===== src/rtl/coin_change_dispenser_pkg.sv =====
// Shared definitions for the coin change dispenser: widths, coin denominations,
// FSM state encoding and a saturating counter helper.
package coin_change_dispenser_pkg;

    localparam int CCD_TOTAL_BITS = 31;
    localparam int CCD_NUM_COINS  = 3;

    localparam int unsigned COIN_VAL_SMALL = 32'd100;
    localparam int unsigned COIN_VAL_MID   = 32'd500;
    localparam int unsigned COIN_VAL_LARGE = 32'd1000;

    localparam logic [CCD_NUM_COINS-1:0] COIN_SMALL = 3'b001;
    localparam logic [CCD_NUM_COINS-1:0] COIN_MID   = 3'b010;
    localparam logic [CCD_NUM_COINS-1:0] COIN_LARGE = 3'b100;

    typedef enum logic [1:0] {
        ST_IDLE     = 2'd0,
        ST_SELECT   = 2'd1,
        ST_DISPENSE = 2'd2,
        ST_DONE     = 2'd3
    } state_e;

    function automatic logic [7:0] sat_inc8(input logic [7:0] cnt);
        return (cnt == 8'hFF) ? cnt : cnt + 8'd1;
    endfunction

endpackage


===== src/rtl/coin_change_dispenser_coin_select.sv =====
// Combinational greedy picker: largest denomination not exceeding the balance,
// returned one-hot together with its value (zero when nothing fits).
module coin_change_dispenser_coin_select
    import coin_change_dispenser_pkg::*;
#(
    parameter int TOTAL_BITS = CCD_TOTAL_BITS
) (
    input  logic [TOTAL_BITS-1:0]    remaining_i,
    output logic [CCD_NUM_COINS-1:0] coin_o,
    output logic [TOTAL_BITS-1:0]    value_o
);

    // Priority compare from the largest denomination downwards.
    always_comb begin
        coin_o  = 3'b000;
        value_o = {TOTAL_BITS{1'b0}};
        if (remaining_i >= TOTAL_BITS'(COIN_VAL_LARGE)) begin
            coin_o  = COIN_LARGE;
            value_o = TOTAL_BITS'(COIN_VAL_LARGE);
        end else if (remaining_i >= TOTAL_BITS'(COIN_VAL_MID)) begin
            coin_o  = COIN_MID;
            value_o = TOTAL_BITS'(COIN_VAL_MID);
        end else if (remaining_i >= TOTAL_BITS'(COIN_VAL_SMALL)) begin
            coin_o  = COIN_SMALL;
            value_o = TOTAL_BITS'(COIN_VAL_SMALL);
        end else begin
            coin_o  = 3'b000;
            value_o = {TOTAL_BITS{1'b0}};
        end
    end

endmodule


===== src/rtl/coin_change_dispenser.sv =====
// Pays out a latched balance one coin per handshake, largest first, then
// pulses done with the undispensable residual. All outputs are registered.
module coin_change_dispenser
    import coin_change_dispenser_pkg::*;
#(
    parameter int TOTAL_BITS = CCD_TOTAL_BITS,
    parameter int NUM_COINS  = CCD_NUM_COINS
) (
    input  logic                  clk,
    input  logic                  reset_n,
    input  logic                  i_start,
    input  logic [TOTAL_BITS-1:0] i_total,
    input  logic                  i_coin_ready,
    output logic                  o_coin_valid,
    output logic [NUM_COINS-1:0]  o_coin,
    output logic                  o_busy,
    output logic [TOTAL_BITS-1:0] o_remaining,
    output logic [7:0]            o_coin_count,
    output logic                  o_done,
    output logic [TOTAL_BITS-1:0] o_residual
);

    state_e                state_q, state_d;
    logic [TOTAL_BITS-1:0] remaining_q, remaining_d;
    logic [TOTAL_BITS-1:0] coin_val_q, coin_val_d;
    logic [TOTAL_BITS-1:0] residual_q, residual_d;
    logic [NUM_COINS-1:0]  coin_q, coin_d;
    logic [7:0]            count_q, count_d;
    logic                  valid_q, valid_d;
    logic                  busy_q, busy_d;
    logic                  done_q, done_d;

    logic [NUM_COINS-1:0]  cur_coin_s, next_coin_s;
    logic [TOTAL_BITS-1:0] cur_val_s, next_val_s, rem_sub_s;

    // Only evaluated on a handshake, where remaining_q >= coin_val_q holds.
    assign rem_sub_s = remaining_q - coin_val_q;

    coin_change_dispenser_coin_select #(.TOTAL_BITS(TOTAL_BITS)) u_sel_cur (
        .remaining_i (remaining_q),
        .coin_o      (cur_coin_s),
        .value_o     (cur_val_s)
    );

    coin_change_dispenser_coin_select #(.TOTAL_BITS(TOTAL_BITS)) u_sel_next (
        .remaining_i (rem_sub_s),
        .coin_o      (next_coin_s),
        .value_o     (next_val_s)
    );

    // Next-state and next-output logic for the dispense FSM.
    always_comb begin
        state_d     = state_q;
        remaining_d = remaining_q;
        coin_val_d  = coin_val_q;
        residual_d  = residual_q;
        coin_d      = coin_q;
        count_d     = count_q;
        valid_d     = valid_q;
        busy_d      = busy_q;
        done_d      = 1'b0;
        case (state_q)
            ST_IDLE: begin
                if (i_start) begin
                    remaining_d = i_total;
                    count_d     = 8'd0;
                    busy_d      = 1'b1;
                    state_d     = ST_SELECT;
                end else begin
                    state_d = ST_IDLE;
                end
            end
            ST_SELECT: begin
                if (cur_coin_s == {NUM_COINS{1'b0}}) begin
                    residual_d = remaining_q;
                    done_d     = 1'b1;
                    state_d    = ST_DONE;
                end else begin
                    coin_d     = cur_coin_s;
                    coin_val_d = cur_val_s;
                    valid_d    = 1'b1;
                    state_d    = ST_DISPENSE;
                end
            end
            ST_DISPENSE: begin
                if (i_coin_ready) begin
                    remaining_d = rem_sub_s;
                    count_d     = sat_inc8(count_q);
                    if (next_coin_s == {NUM_COINS{1'b0}}) begin
                        coin_d     = {NUM_COINS{1'b0}};
                        coin_val_d = {TOTAL_BITS{1'b0}};
                        valid_d    = 1'b0;
                        residual_d = rem_sub_s;
                        done_d     = 1'b1;
                        state_d    = ST_DONE;
                    end else begin
                        coin_d     = next_coin_s;
                        coin_val_d = next_val_s;
                    end
                end else begin
                    state_d = ST_DISPENSE;
                end
            end
            ST_DONE: begin
                busy_d  = 1'b0;
                state_d = ST_IDLE;
            end
            default: begin
                coin_d  = {NUM_COINS{1'b0}};
                valid_d = 1'b0;
                busy_d  = 1'b0;
                state_d = ST_IDLE;
            end
        endcase
    end

    // State and output registers; reset aborts any return in progress.
    always_ff @(posedge clk or negedge reset_n) begin
        if (!reset_n) begin
            state_q     <= ST_IDLE;
            remaining_q <= {TOTAL_BITS{1'b0}};
            coin_val_q  <= {TOTAL_BITS{1'b0}};
            residual_q  <= {TOTAL_BITS{1'b0}};
            coin_q      <= {NUM_COINS{1'b0}};
            count_q     <= 8'd0;
            valid_q     <= 1'b0;
            busy_q      <= 1'b0;
            done_q      <= 1'b0;
        end else begin
            state_q     <= state_d;
            remaining_q <= remaining_d;
            coin_val_q  <= coin_val_d;
            residual_q  <= residual_d;
            coin_q      <= coin_d;
            count_q     <= count_d;
            valid_q     <= valid_d;
            busy_q      <= busy_d;
            done_q      <= done_d;
        end
    end

    assign o_coin_valid = valid_q;
    assign o_coin       = coin_q;
    assign o_busy       = busy_q;
    assign o_remaining  = remaining_q;
    assign o_coin_count = count_q;
    assign o_done       = done_q;
    assign o_residual   = residual_q;

endmodule


===== config.mk =====
export PLATFORM = sky130hd
export DESIGN_NAME = coin_change_dispenser
export DESIGN_NICKNAME = d
export VERILOG_FILES = /design/src/rtl/coin_change_dispenser_pkg.sv /design/src/rtl/coin_change_dispenser_coin_select.sv /design/src/rtl/coin_change_dispenser.sv
export SDC_FILE = /design/constraint.sdc
export NUM_CORES = 1
export LEC_CHECK = 0
export CORE_UTILIZATION = 46
export DETAILED_ROUTE_END_ITERATION = 12
export PLACE_DENSITY = 0.74
export SETUP_SLACK_MARGIN = 0.15
export SLEW_MARGIN = 5
export SYNTH_ARGS = -nofsm -noshare
export SYNTH_HDL_FRONTEND = slang
export SYNTH_SLANG_ARGS = --single-unit

===== constraint.sdc =====
create_clock -name clk -period 4.6 [get_ports clk]
set_clock_uncertainty 0.15 [all_clocks]
set_input_delay 0.69 -clock clk [delete_from_list [all_inputs] [get_ports clk]]
set_output_delay 0.69 -clock clk [all_outputs]
set_load 0.03 [all_outputs]

==> results.tsv <==
stage	metric	value	unit
critical_path	cp-start-kind	flop	
yosys	async_flop_share	100	%
yosys	syn-cell-area	0.00505	sq mm
clocking	cts_made_buffers	9	
critical_path	path_max_fanout	8	
cells_and_area	register_area	0.00203	sq mm
sta	slew_headroom	29.4	%
route	wl_per_cell	18.5	um
yosys	synth_warnings	0	
die	core_region_area	0.0105	sq mm
pwr	sw_frac_of_total	48.9	%
sta	holdWs	0.322	ns
critical_path	reg2regPathDepth	11	
yosys	ys_seq_area_share	40.2	%
sta	finalHoldViolCount	0	
die	pin_count	111	
route	wirelength	15000	um
critical_path	endpoint_kind	flop	
die	die-area	0.0114	sq mm
pwr	pwr-share-comb	66.2	%
sta	tns	0	ns
route	drt-initial-drc-count	212	
grt	antenna_found_initial	0	
cells_and_area	diodes	0	
sta	drv_slew	0	
yosys	synth.distinct_cells	67	
clocking	cts_tree	built	
die	die_w	107	um
sta	period_minus_slack	4.25	ns
grt	gr-total-overflow	0	
pwr	peakVddDrop	0.000486	V
die	start_util	48.2	%
cells_and_area	multi_input_area	0.00280	sq mm
clocking	cts_buffer_depth	2	
place	dp_hpwl	10800	um
yosys	synth_top_area_share	40.2	%
sta	rsz0062_at_grt	no	
yosys	synth_area_leaders	dfrtp_1 40%, o21ai_0 3.7%, a21oi_1 3.5%	
min_path	hp-class	in -> async	
grt	grt_pass1_wl	24100	um
clocking	insertion_delay	0.37	ns
yosys	ys_ff_latch	81	
place	place_worst_setup_slack	0.123	ns
sta	min_period_over_period	92.4	%
place	globalplace.congestion	0.929	
cells_and_area	nFillCells	944	
grt	grt_max_degree	82	
cells_and_area	final_util	63.8	%
critical_path	crit_required	4.71	ns
grt	grt_pass1_vias	4670	
sta	tightest_slew	1.06	ns
die	dieHeight	107	um
pwr	intPower	3.05	mW
clocking	path_clk_slew	0.08	ns
yosys	netlist_instances	551	
yosys	synth_nets	600	
clocking	cts_root_buffer	clkbuf_8	
cells_and_area	areaGrowthSynthToFinish	32.4	%
place	placed_cell_area	0.00638	sq mm
die	row_count	37	
clocking	cts.sinks	81	
grt	grt_usage	27.2	%
yosys	synthFlopType	dfrtp_1	
clocking	cts-htree-levels	3	
route	route.detailed.drc	0	
route	num_vias	4850	
pwr	p_sw	2.92	mW
sta	final-setup-viol-count	0	
pwr	p_leak	2.82	nW
flow_run	cap_violations	0	
status	status	finished clean	
pwr	clkPwrFrac	10.4	%
cells_and_area	drive_gt1_share	12.2	%
yosys	yosys.area.top_type	dfrtp_1	
route	dr.pass1.iters	5	
clocking	cts_hold_buf	0	
route	viasPerCell	5.99	
cells_and_area	final_design_area_no_fill	0.00668	sq mm
critical_path	crit_type	reg -> reg	
pwr	power_density	894	mW/mm^2
critical_path	worstPathArrival	4.36	ns
cells_and_area	layout.nets	719	
sta	timing.final.ws_setup	0.351	ns
yosys	syn_area_per_cell	9.16	sq um
place	portBuffers	110	
sta	max_freq	0.235	GHz
route	final_antenna_net_count	0	
yosys	synth_edf_count	0	
pwr	seq_power_share	23.4	%
-- through the flow --
| stage | power, mW | instances |
|---|---|---|
| floorplan | 3.90 | 551 |
| global placement | 5.21 | 790 |
| detailed placement | 5.28 | 790 |
| CTS | 5.92 | 807 |
| global route | 6.37 | 810 |
| finish | 5.97 | 810 |
-- power groups by stage --
| stage | clock network [mW] | registers [mW] | logic (mW) |
|---|---|---|---|
| after detailed placement | 0 | 1.40 | 3.88 |
| after CTS | 0.628 | 1.39 | 3.90 |
| after global routing | 0.658 | 1.44 | 4.27 |
| after global placement | 0 | 1.39 | 3.82 |
| final | 0.624 | 1.40 | 3.95 |
| after floorplan | 0 | 1.83 | 2.07 |
-- cell usage after synthesis, drive strengths merged, types with 10 or more instances --
master	instances
dfrtp	81
nand2	45
o21ai	38
nor2	37
a21oi	35
clkbuf	23
a21o	20
buf	17
inv	17
nor3	15
nor4	15
nor3b	14
ha	13
mux2	13
nand3	13
a22o	12
mux2i	12
nand4	10
-- cells in the final DEF (no fill, tap or decap), drive strengths merged, types with 6 or more instances in the layout --
cell	instances
nand2	45
a22o	12
nor3b	14
nand3	13
nand4	10
clkbuf	12
buf	39
xnor2	7
o21ai	38
mux2	13
clkdlybuf4s50	109
nor3	15
or3	7
xor2	8
nor4	15
o22ai	7
nor2	37
or4	9
mux2i	12
dfrtp	81
o21a	6
inv	17
o211ai	8
a21oi	35
ha	13
o31a	6
a21o	20
-- state kept, by name, summed over array words and instances, names as in the netlist --
| register | count |
|---|---|
| o_remaining | 31 |
| o_residual | 31 |
| o_coin_count | 8 |
| coin_val_q | 4 |
| o_coin | 2 |
| state_q | 2 |
| o_busy | 1 |
| o_coin_valid | 1 |
| o_done | 1 |
-- final cells by class --
class | count | area share [%]
multi-input combinational | 412 | 41.9
sequential | 81 | 30.3
timing repair buffer | 148 | 20.8
tap | 136 | 2.55
clock buffer | 12 | 2.02
clock inverter | 3 | 1.35
inverter | 18 | 1.01
-- worst paths after layout --
path	start	end	slack, ns
max in group asynchronous	reset_n	o_remaining[6]$_DFFE_PN0P_	3.25
worst min-delay path	reset_n	o_coin_valid$_DFFE_PN0P_	0.32
worst max-delay path	coin_val_q[3]$_DFFE_PN0P_	o_residual[3]$_DFFE_PN0P_	0.35
worst min register to register	coin_val_q[6]$_DFFE_PN0P_	coin_val_q[6]$_DFFE_PN0P_	0.34
worst max register to register	coin_val_q[3]$_DFFE_PN0P_	o_residual[3]$_DFFE_PN0P_	0.35
min in group clk	coin_val_q[6]$_DFFE_PN0P_	coin_val_q[6]$_DFFE_PN0P_	0.34
-- routing by layer --
| layer | global-route usage (%) | part of all wire [%] | vias up |
|---|---|---|---|
| met5 | 0 | 0 | - |
| met4 | 9.49 | 2.1 | 0 |
| met3 | 4.44 | 6.0 | 28 |
| met2 | 43.0 | 46 | 175 |
| met1 | 37.7 | 46 | 2374 |
| li1 | - | - | 2273 |
-- what timing repair did --
action                     in CTS  in global routing
gates resized for setup         1                  7
pin swaps                       1                  7
setup buffers                   2                  3
cloned                          0                  0
setup endpoints to repair       3                 34
-- logic make-up after synthesis --
kind of cell	share of synthesized area [%]
simple gates	21.6
compound gates	21.2
flops	40.2
buf+inv	5.16
mux	5.65
xor+xnor	2.60
fa+ha+maj	3.62
-- critical path, stage by stage (launching register included) --
cell	delay [ns]
dfrtp_1	0.40
inv_1	0.13
ha_1	0.44
and4b_1	0.26
a21boi_1	0.61
nor4_1	0.15
nor4_1	0.45
nand4_1	0.17
or4_4	0.53
a211o_4	0.37
buf_4	0.17
mux2_4	0.29
No activity file was read; power rests on OpenSTA's default activity.
